--- src/rtl/shape_programmer.sv ---
// ---------------------------------------------------------------------------
// shape_programmer
//
// Sits at the head of a daisy chain of shape renderers. Normally it forwards
// the upstream pixel stream with one cycle of registered latency. When a
// shape command is accepted it waits for the upstream stream to enter
// blanking, then replaces the pixel words with one register-write word per
// selected register of the target renderer, back-to-back.
//
// Ports
//   clk, rst              single clock, asynchronous active-high reset
//   cmd_valid/cmd_ready   command handshake (ready only while idle)
//   cmd_target            chain position of the renderer to program
//   cmd_mask              register write enables (x, y, width, height, color)
//   cmd_xcoord..cmd_color register values to write
//   pix_x/pix_y/pix_data  upstream pixel stream
//   pix_blank             upstream is in blanking, pixels may be displaced
//   program_out, x_out,   chain head bus: program words or forwarded pixels
//   y_out, data_out
//   cmd_err               pulse: command rejected, target out of range
//   overrun               pulse: a live pixel was dropped while sending
// ---------------------------------------------------------------------------
module shape_programmer #(
  parameter int NUM_SHAPES = 16
) (
  input  logic        clk,
  input  logic        rst,
  input  logic        cmd_valid,
  output logic        cmd_ready,
  input  logic [10:0] cmd_target,
  input  logic [4:0]  cmd_mask,
  input  logic [10:0] cmd_xcoord,
  input  logic [11:0] cmd_ycoord,
  input  logic [10:0] cmd_width,
  input  logic [11:0] cmd_height,
  input  logic [11:0] cmd_color,
  input  logic [10:0] pix_x,
  input  logic [11:0] pix_y,
  input  logic [11:0] pix_data,
  input  logic        pix_blank,
  output logic        program_out,
  output logic [10:0] x_out,
  output logic [11:0] y_out,
  output logic [11:0] data_out,
  output logic        cmd_err,
  output logic        overrun
);

  typedef enum logic [1:0] {
    IDLE       = 2'd0,
    WAIT_BLANK = 2'd1,
    SEND       = 2'd2
  } state_t;

  // Target range limit widened by one bit so the comparison cannot wrap.
  localparam logic [11:0] NumShapesW = 12'(NUM_SHAPES);

  state_t      state_q,   state_d;
  logic [10:0] target_q,  target_d;
  logic [4:0]  mask_q,    mask_d;
  logic [10:0] xcoord_q,  xcoord_d;
  logic [11:0] ycoord_q,  ycoord_d;
  logic [10:0] width_q,   width_d;
  logic [11:0] height_q,  height_d;
  logic [11:0] color_q,   color_d;

  logic        program_q, program_d;
  logic [10:0] xOut_q,    xOut_d;
  logic [11:0] yOut_q,    yOut_d;
  logic [11:0] dataOut_q, dataOut_d;
  logic        err_q,     err_d;
  logic        overrun_q, overrun_d;

  logic [2:0]  selId;
  logic [11:0] selValue;
  logic [4:0]  maskLeft;

  assign cmd_ready   = (state_q == IDLE);
  assign program_out = program_q;
  assign x_out       = xOut_q;
  assign y_out       = yOut_q;
  assign data_out    = dataOut_q;
  assign cmd_err     = err_q;
  assign overrun     = overrun_q;

  // Lowest still-pending register ID. The downward loop lets the lowest set
  // bit win. mask_q is never zero while a word is being emitted.
  always_comb begin
    selId = 3'd0;
    for (int i = 4; i >= 0; i--) begin
      if (mask_q[i]) selId = 3'(i);
    end
  end

  // Value of the selected register, 11-bit fields zero-extended.
  always_comb begin
    selValue = 12'd0;
    case (selId)
      3'd0:    selValue = {1'b0, xcoord_q};
      3'd1:    selValue = ycoord_q;
      3'd2:    selValue = {1'b0, width_q};
      3'd3:    selValue = height_q;
      3'd4:    selValue = color_q;
      default: selValue = 12'd0;
    endcase
  end

  // Pending mask once the current word has gone out.
  assign maskLeft = mask_q & ~(5'b00001 << selId);

  // Next-state and output logic. Every cycle forwards the pixel unless a
  // register word is emitted, in which case the word replaces the pixel.
  always_comb begin
    state_d   = state_q;
    target_d  = target_q;
    mask_d    = mask_q;
    xcoord_d  = xcoord_q;
    ycoord_d  = ycoord_q;
    width_d   = width_q;
    height_d  = height_q;
    color_d   = color_q;
    program_d = 1'b0;
    xOut_d    = pix_x;
    yOut_d    = pix_y;
    dataOut_d = pix_data;
    err_d     = 1'b0;
    overrun_d = 1'b0;

    case (state_q)
      IDLE: begin
        if (cmd_valid) begin
          target_d = cmd_target;
          mask_d   = cmd_mask;
          xcoord_d = cmd_xcoord;
          ycoord_d = cmd_ycoord;
          width_d  = cmd_width;
          height_d = cmd_height;
          color_d  = cmd_color;
          if ({1'b0, cmd_target} >= NumShapesW) begin
            err_d = 1'b1;
          end else if (cmd_mask != 5'd0) begin
            state_d = WAIT_BLANK;
          end
        end
      end

      WAIT_BLANK: begin
        if (pix_blank) begin
          program_d = 1'b1;
          xOut_d    = target_q;
          yOut_d    = {9'd0, selId};
          dataOut_d = selValue;
          mask_d    = maskLeft;
          state_d   = (maskLeft == 5'd0) ? IDLE : SEND;
        end
      end

      SEND: begin
        // Once started the burst always completes; a live pixel arriving
        // now is lost, which is flagged one cycle later.
        program_d = 1'b1;
        xOut_d    = target_q;
        yOut_d    = {9'd0, selId};
        dataOut_d = selValue;
        mask_d    = maskLeft;
        overrun_d = ~pix_blank;
        state_d   = (maskLeft == 5'd0) ? IDLE : SEND;
      end

      default: begin
        state_d = IDLE;
      end
    endcase
  end

  // State, latched command and registered chain head outputs.
  always_ff @(posedge clk or posedge rst) begin
    if (rst) begin
      state_q   <= IDLE;
      target_q  <= 11'd0;
      mask_q    <= 5'd0;
      xcoord_q  <= 11'd0;
      ycoord_q  <= 12'd0;
      width_q   <= 11'd0;
      height_q  <= 12'd0;
      color_q   <= 12'd0;
      program_q <= 1'b0;
      xOut_q    <= 11'd0;
      yOut_q    <= 12'd0;
      dataOut_q <= 12'd0;
      err_q     <= 1'b0;
      overrun_q <= 1'b0;
    end else begin
      state_q   <= state_d;
      target_q  <= target_d;
      mask_q    <= mask_d;
      xcoord_q  <= xcoord_d;
      ycoord_q  <= ycoord_d;
      width_q   <= width_d;
      height_q  <= height_d;
      color_q   <= color_d;
      program_q <= program_d;
      xOut_q    <= xOut_d;
      yOut_q    <= yOut_d;
      dataOut_q <= dataOut_d;
      err_q     <= err_d;
      overrun_q <= overrun_d;
    end
  end

endmodule

--- config.mk ---
export PLATFORM = sky130hd
export DESIGN_NAME = shape_programmer
export DESIGN_NICKNAME = d
export VERILOG_FILES = /design/src/rtl/shape_programmer.sv
export SDC_FILE = /design/constraint.sdc
export NUM_CORES = 1
export LEC_CHECK = 0
export BUFFER_PORTS_ARGS = -buffer_cell sky130_fd_sc_hd__buf_2
export CORE_UTILIZATION = 35
export DETAILED_ROUTE_END_ITERATION = 8
export GPL_ROUTABILITY_DRIVEN = 0
export PLACE_DENSITY_LB_ADDON = 0.15
export REMOVE_ABC_BUFFERS = 1
export SETUP_SLACK_MARGIN = 0.2
export SKIP_CTS_REPAIR_TIMING = 1
export SLEW_MARGIN = 25
export SYNTH_ARGS = -nofsm -noshare
export SYNTH_HDL_FRONTEND = slang
export SYNTH_SLANG_ARGS = --single-unit
--- constraint.sdc ---
create_clock -name clk -period 7.5 [get_ports clk]
set_input_delay 1.875 -clock clk [delete_from_list [all_inputs] [get_ports clk]]
set_output_delay 1.875 -clock clk [all_outputs]
set_load 0.01 [all_outputs]
## Word-level counts from Yosys, hierarchy flattened

Cells that the tools add are included.

| storage, ports and cells | value |
|---|---|
| bits in registers | 114 |
| input port bits | 113 |

| cells by class | value |
|---|---|
| reduce and logical (&&, ||, !) cells | 8 |
| eq/ne operators | 10 |
| shifts and indexed selects | 1 |
| bitwise operators | 3 |
| order comparisons | 1 |
| mux-type cells | 27 |

Operators by type and width:

| operator | count |
|---|---|
| 12-bit case mux with 5 select lines | 1 |
| 12-bit case mux with 2 select lines | 2 |
| 12-bit two-way mux | 2 |
| 11-bit case mux with 2 select lines | 1 |
| 3-bit two-way mux | 5 |
| 5-bit case mux with 3 select lines | 1 |
| 11-bit by 5-bit greater-or-equal comparator with 1-bit output, second input constant | 1 |
| 11-bit two-way mux | 1 |
| 2-bit two-way mux | 5 |
| 5-bit two-way mux | 2 |
| 3-bit by 2-bit equality test with 1-bit output, second input constant | 2 |
| 2-bit != test, second input constant | 3 |
| 2-bit case mux with 3 select lines | 1 |
| 5-bit bitwise AND | 1 |
| 5-bit zero test | 1 |
| 1-bit two-way mux | 5 |
| 5-bit NOT | 1 |
| 5-bit nonzero test | 1 |
| 1-bit by 3-bit left shift with 5-bit output, first input constant | 1 |
| 4-bit AND reduction | 1 |
| 3-bit by 1-bit equality test with 1-bit output, second input constant | 1 |
| 3-bit equality test, second input constant | 1 |
| 3-bit zero test | 1 |
| 3-bit AND reduction | 1 |
| 8 further kinds | 8 |

## Depth between registers and ports, before layout

| depth | value |
|---|---|
| word-level depth | 12 |
| depth in mapped cells | 7 |
| mapped depth without buffers | 7 |

## Worst setup path before layout

OpenSTA, ideal clock, no wires.

| timing | value |
|---|---|
| path kind | input to register |
| start point | input port cmd_target[7] |
| end point | register state_q[1] |
| slack | 4469 ps |
| arrival | 2906 ps |
| required time | 7375 ps |
| library setup time | 125 ps |
| stages on the path | 4 |
| cells stage by stage | nor4_1 nand2_1 o32ai_2 mux2_4 |

| between the ends | value |
|---|---|
| longest elaborated chain between the ends | 3 |

RTL lines:

| what | RTL line | RTL |
|---|---|---|
| start: declaration | 30 | `input logic [10:0] cmd_target,` |
| 11-bit by 5-bit greater-or-equal comparator with 1-bit output | 139 | `if ({1'b0, cmd_target} >= NumShapesW) begin` |
| 2-bit != test (no line) | n/a |  |
| 4-bit AND reduction (no line) | n/a |  |
| end signal: assignment | 194 | `state_q <= state_d;` |
| end: declaration | 58 | `state_t state_q, state_d;` |

No other way between the ends.
A chain may end at the register's enable or synchronous reset.

## Worst setup path after layout

| timing | value |
|---|---|
| start point | register state_q[0] |
| end point | output port cmd_ready |

| between the ends | value |
|---|---|
| longest elaborated chain between the ends | 1 |

RTL lines:

| what | RTL line | RTL |
|---|---|---|
| 2-bit zero test | 78 | `assign cmd_ready = (state_q == IDLE);` |
| end: declaration | 29 | `output logic cmd_ready,` |

No other way between the ends.

==> flow_metrics.py <==
metrics = {
    "status": {
        "outcome": "finished clean",
    },
    "grt": {
        "grt_usage_pct": 17.5,
        "grt_overflow_total": 0,
        "grt_pass1_vias": 3787,
        "grt_max_degree": 81,
        "grt_first_pass_wirelength_um": 18900,
        "antenna_found_initial": 0,
    },
    "cells_and_area": {
        "nFillCells": 1281,
        "fin_cells": 728,
        "final_cell_mix": "buf_2, dfrtp_1, mux2_2",
        "n_antenna_cell": 0,
        "area_growth_pct": 32.0,
        "layout_commonest_cell": "buf_2",
        "nNetsFinal": 658,
        "layout-drive-gt1-share_pct": 47.3,
    },
    "die": {
        "dieWidth_um": 120,
        "die_area_um2": 14400,
        "row_count": 42,
        "core_region_area_um2": 13400,
        "io_pins": 152,
        "initial_utilization_pct": 36.4,
        "die_h_um": 120,
    },
    "synth": {
        "ys_types": 35,
        "synth_ff_type": "dfrtp_1",
        "synthArstFlopShare_pct": 100,
        "synth_enable_flop_cells": 0,
        "yosysTopAreaCellShare_pct": 58.4,
        "synthCells": 394,
        "synth-seq-area-share_pct": 58.4,
        "yosysWarnings": 0,
        "synth.area.top_cells": "dfrtp_1, mux2_2, nand2_1",
        "synth_area_um2": 4880,
        "yosys.area.top_type": "dfrtp_1",
        "syn_area_per_cell_um2": 12.4,
        "ys_ff_latch": 114,
    },
    "sta": {
        "clock_skew_ns": 0.00673,
        "slew_headroom_pct": 34.4,
        "slew_viol_final": 0,
        "finalCritPeriodShare_pct": 43.7,
        "setup_viol": 0,
        "rsz0062_at_grt": "false",
        "fin_crit_ns": 3.28,
        "finalWorstSetupSlack_ns": 4.22,
        "setup_tns_ns": 0,
        "tightest_slew_ns": 0.984,
        "finalHoldViolCount": 0,
        "max_freq_ghz": 0.305,
        "holdWs_ns": 0.479,
    },
    "flow_run": {
        "drv_cap": 0,
    },
    "detailed_routing": {
        "vias": 3557,
        "wire_per_inst_um": 16.2,
        "wl_um": 11800,
        "initialDrtViolationCount": 134,
        "firstDrtPassIters": 4,
        "remaining_drc_errors": 0,
        "viasPerCell": 4.89,
        "antenna_left": 0,
    },
    "power": {
        "p_total_mw": 2.55,
        "p_int_mw": 1.79,
        "sequentialPowerShare_pct": 38.2,
        "p_leak_nw": 3.02,
        "p_comb_share_pct": 26.4,
        "power.share.switching_pct": 30.0,
        "p_sw_mw": 0.766,
        "power.density_nw_per_um2": 396,
        "ir_drop_mv": 0.136,
        "pwr-share-clk_pct": 35.4,
    },
    "worst_setup_path": {
        "r2r_end": "data_out[0]$_DFF_PP0_",
        "cp-endpoint": "cmd_ready",
        "cp-startpoint": "state_q[0]$_DFFE_PP0P_",
        "r2r-start": "state_q[0]$_DFFE_PP0P_",
        "endpoint_kind": "output pin",
        "cp.required_ns": 5.62,
        "reg2reg_slack_ns": 5.11,
        "critPathMaxFanout": 5,
        "startpoint_type": "flop",
        "crit_type": "flop to output pin",
        "rr_worst_depth": 6,
        "critPathArrivalTime_ns": 1.40,
    },
    "clock_tree": {
        "clockRootBuffer": "clkbuf_16",
        "clock_sinks": 114,
        "cts_htree_levels": 4,
        "cts_inserted_buffers": 17,
        "clkTransAtPathRegs_ns": 0.05,
        "clock_latency_ns": 0.41,
        "clk_path_buf_depth": 2,
        "cts_tree": "built",
    },
    "placed_design": {
        "numPortBuffers": 151,
        "place_inst": 697,
        "place_ws_ns": 3.82,
        "dpl.hpwl_um": 7720,
    },
    "hold_path": {
        "hp-start": "target_q[10]$_DFFE_PP0P_",
        "hp-class": "flop to flop",
    },
}
==> registers in the layout, indices dropped and copies added (netlist names), 5 cells and up <==
name	flops
ycoord_q	12
y_out	12
target_q	11
xcoord_q	11
data_out	12
mask_q	5
x_out	11
color_q	12
width_q	11
height_q	12
==> metrics by stage <==
step | utilization, % | area [µm²]
floorplan | - | 4760
finish | 48.1 | 6440
detailed placement | 43.1 | 5780
CTS | 48.1 | 6440
global route | 48.1 | 6440
global placement | 43.1 | 5780
==> worst min-delay path by stage <==
stage | cells past startpoint | end
2_1_floorplan | 1 | x_out[0]$_DFF_PP0_
3_3_place_gp | 1 | x_out[7]$_DFF_PP0_
3_5_place_dp | 1 | x_out[10]$_DFF_PP0_
4_1_cts | 1 | x_out[10]$_DFF_PP0_
5_1_grt | 1 | x_out[10]$_DFF_PP0_
6_report | 1 | x_out[10]$_DFF_PP0_
==> metal layers <==
metal  GRT usage (%)  vias up  wire (µm)
met5               0        -          0
met4            7.34        0        186
met3            5.32       17        767
met2            28.3      119       5560
met1            21.7     1731       5280
li1                -     1690          -
==> worst max-delay path: stages, from the launching register on <==
cell and delay [ns]:
dfrtp_1 0.41, inv_1 0.12, ha_1 0.29, buf_2 0.18
==> power groups by stage <==
stage / combinational [mW] / clock [mW] / sequential [mW]
finish: 0.675 / 0.905 / 0.974
global route: 0.759 / 0.951 / 1.01
global placement: 0.676 / 0 / 0.978
CTS: 0.690 / 0.921 / 0.977
detailed placement: 0.688 / 0 / 0.987
floorplan: 0.445 / 0 / 0.969
==> synthesized netlist by cell type (all sizes together), types with 6 or more instances <==
master	count
a22o	16
dfrtp	114
nand2	51
mux2	70
clkbuf	7
a21oi	13
inv	6
buf	20
and2	9
a221oi	10
o21ai	27
nand3b	11
==> area by class of cell <==
cell class	count	area (µm²)	share of cell area, %
inverter	6	25.0	0.388
sequential	114	2850	44.3
tap	176	220	3.42
clock inverter	11	208	3.22
clock buffer	20	457	7.09
timing repair buffer	154	782	12.1
multi-input combinational	247	1900	29.5
==> kinds of logic after synthesis <==
kind of cell,Yosys count,share of synthesized area [%]
flops,114,58.4
simple gates,92,9.64
compound gates,79,11.2
mux,70,16.2
buf+inv,33,3.05
fa+ha+maj,6,1.49
Note: power is estimated with default switching activity, not from simulation.
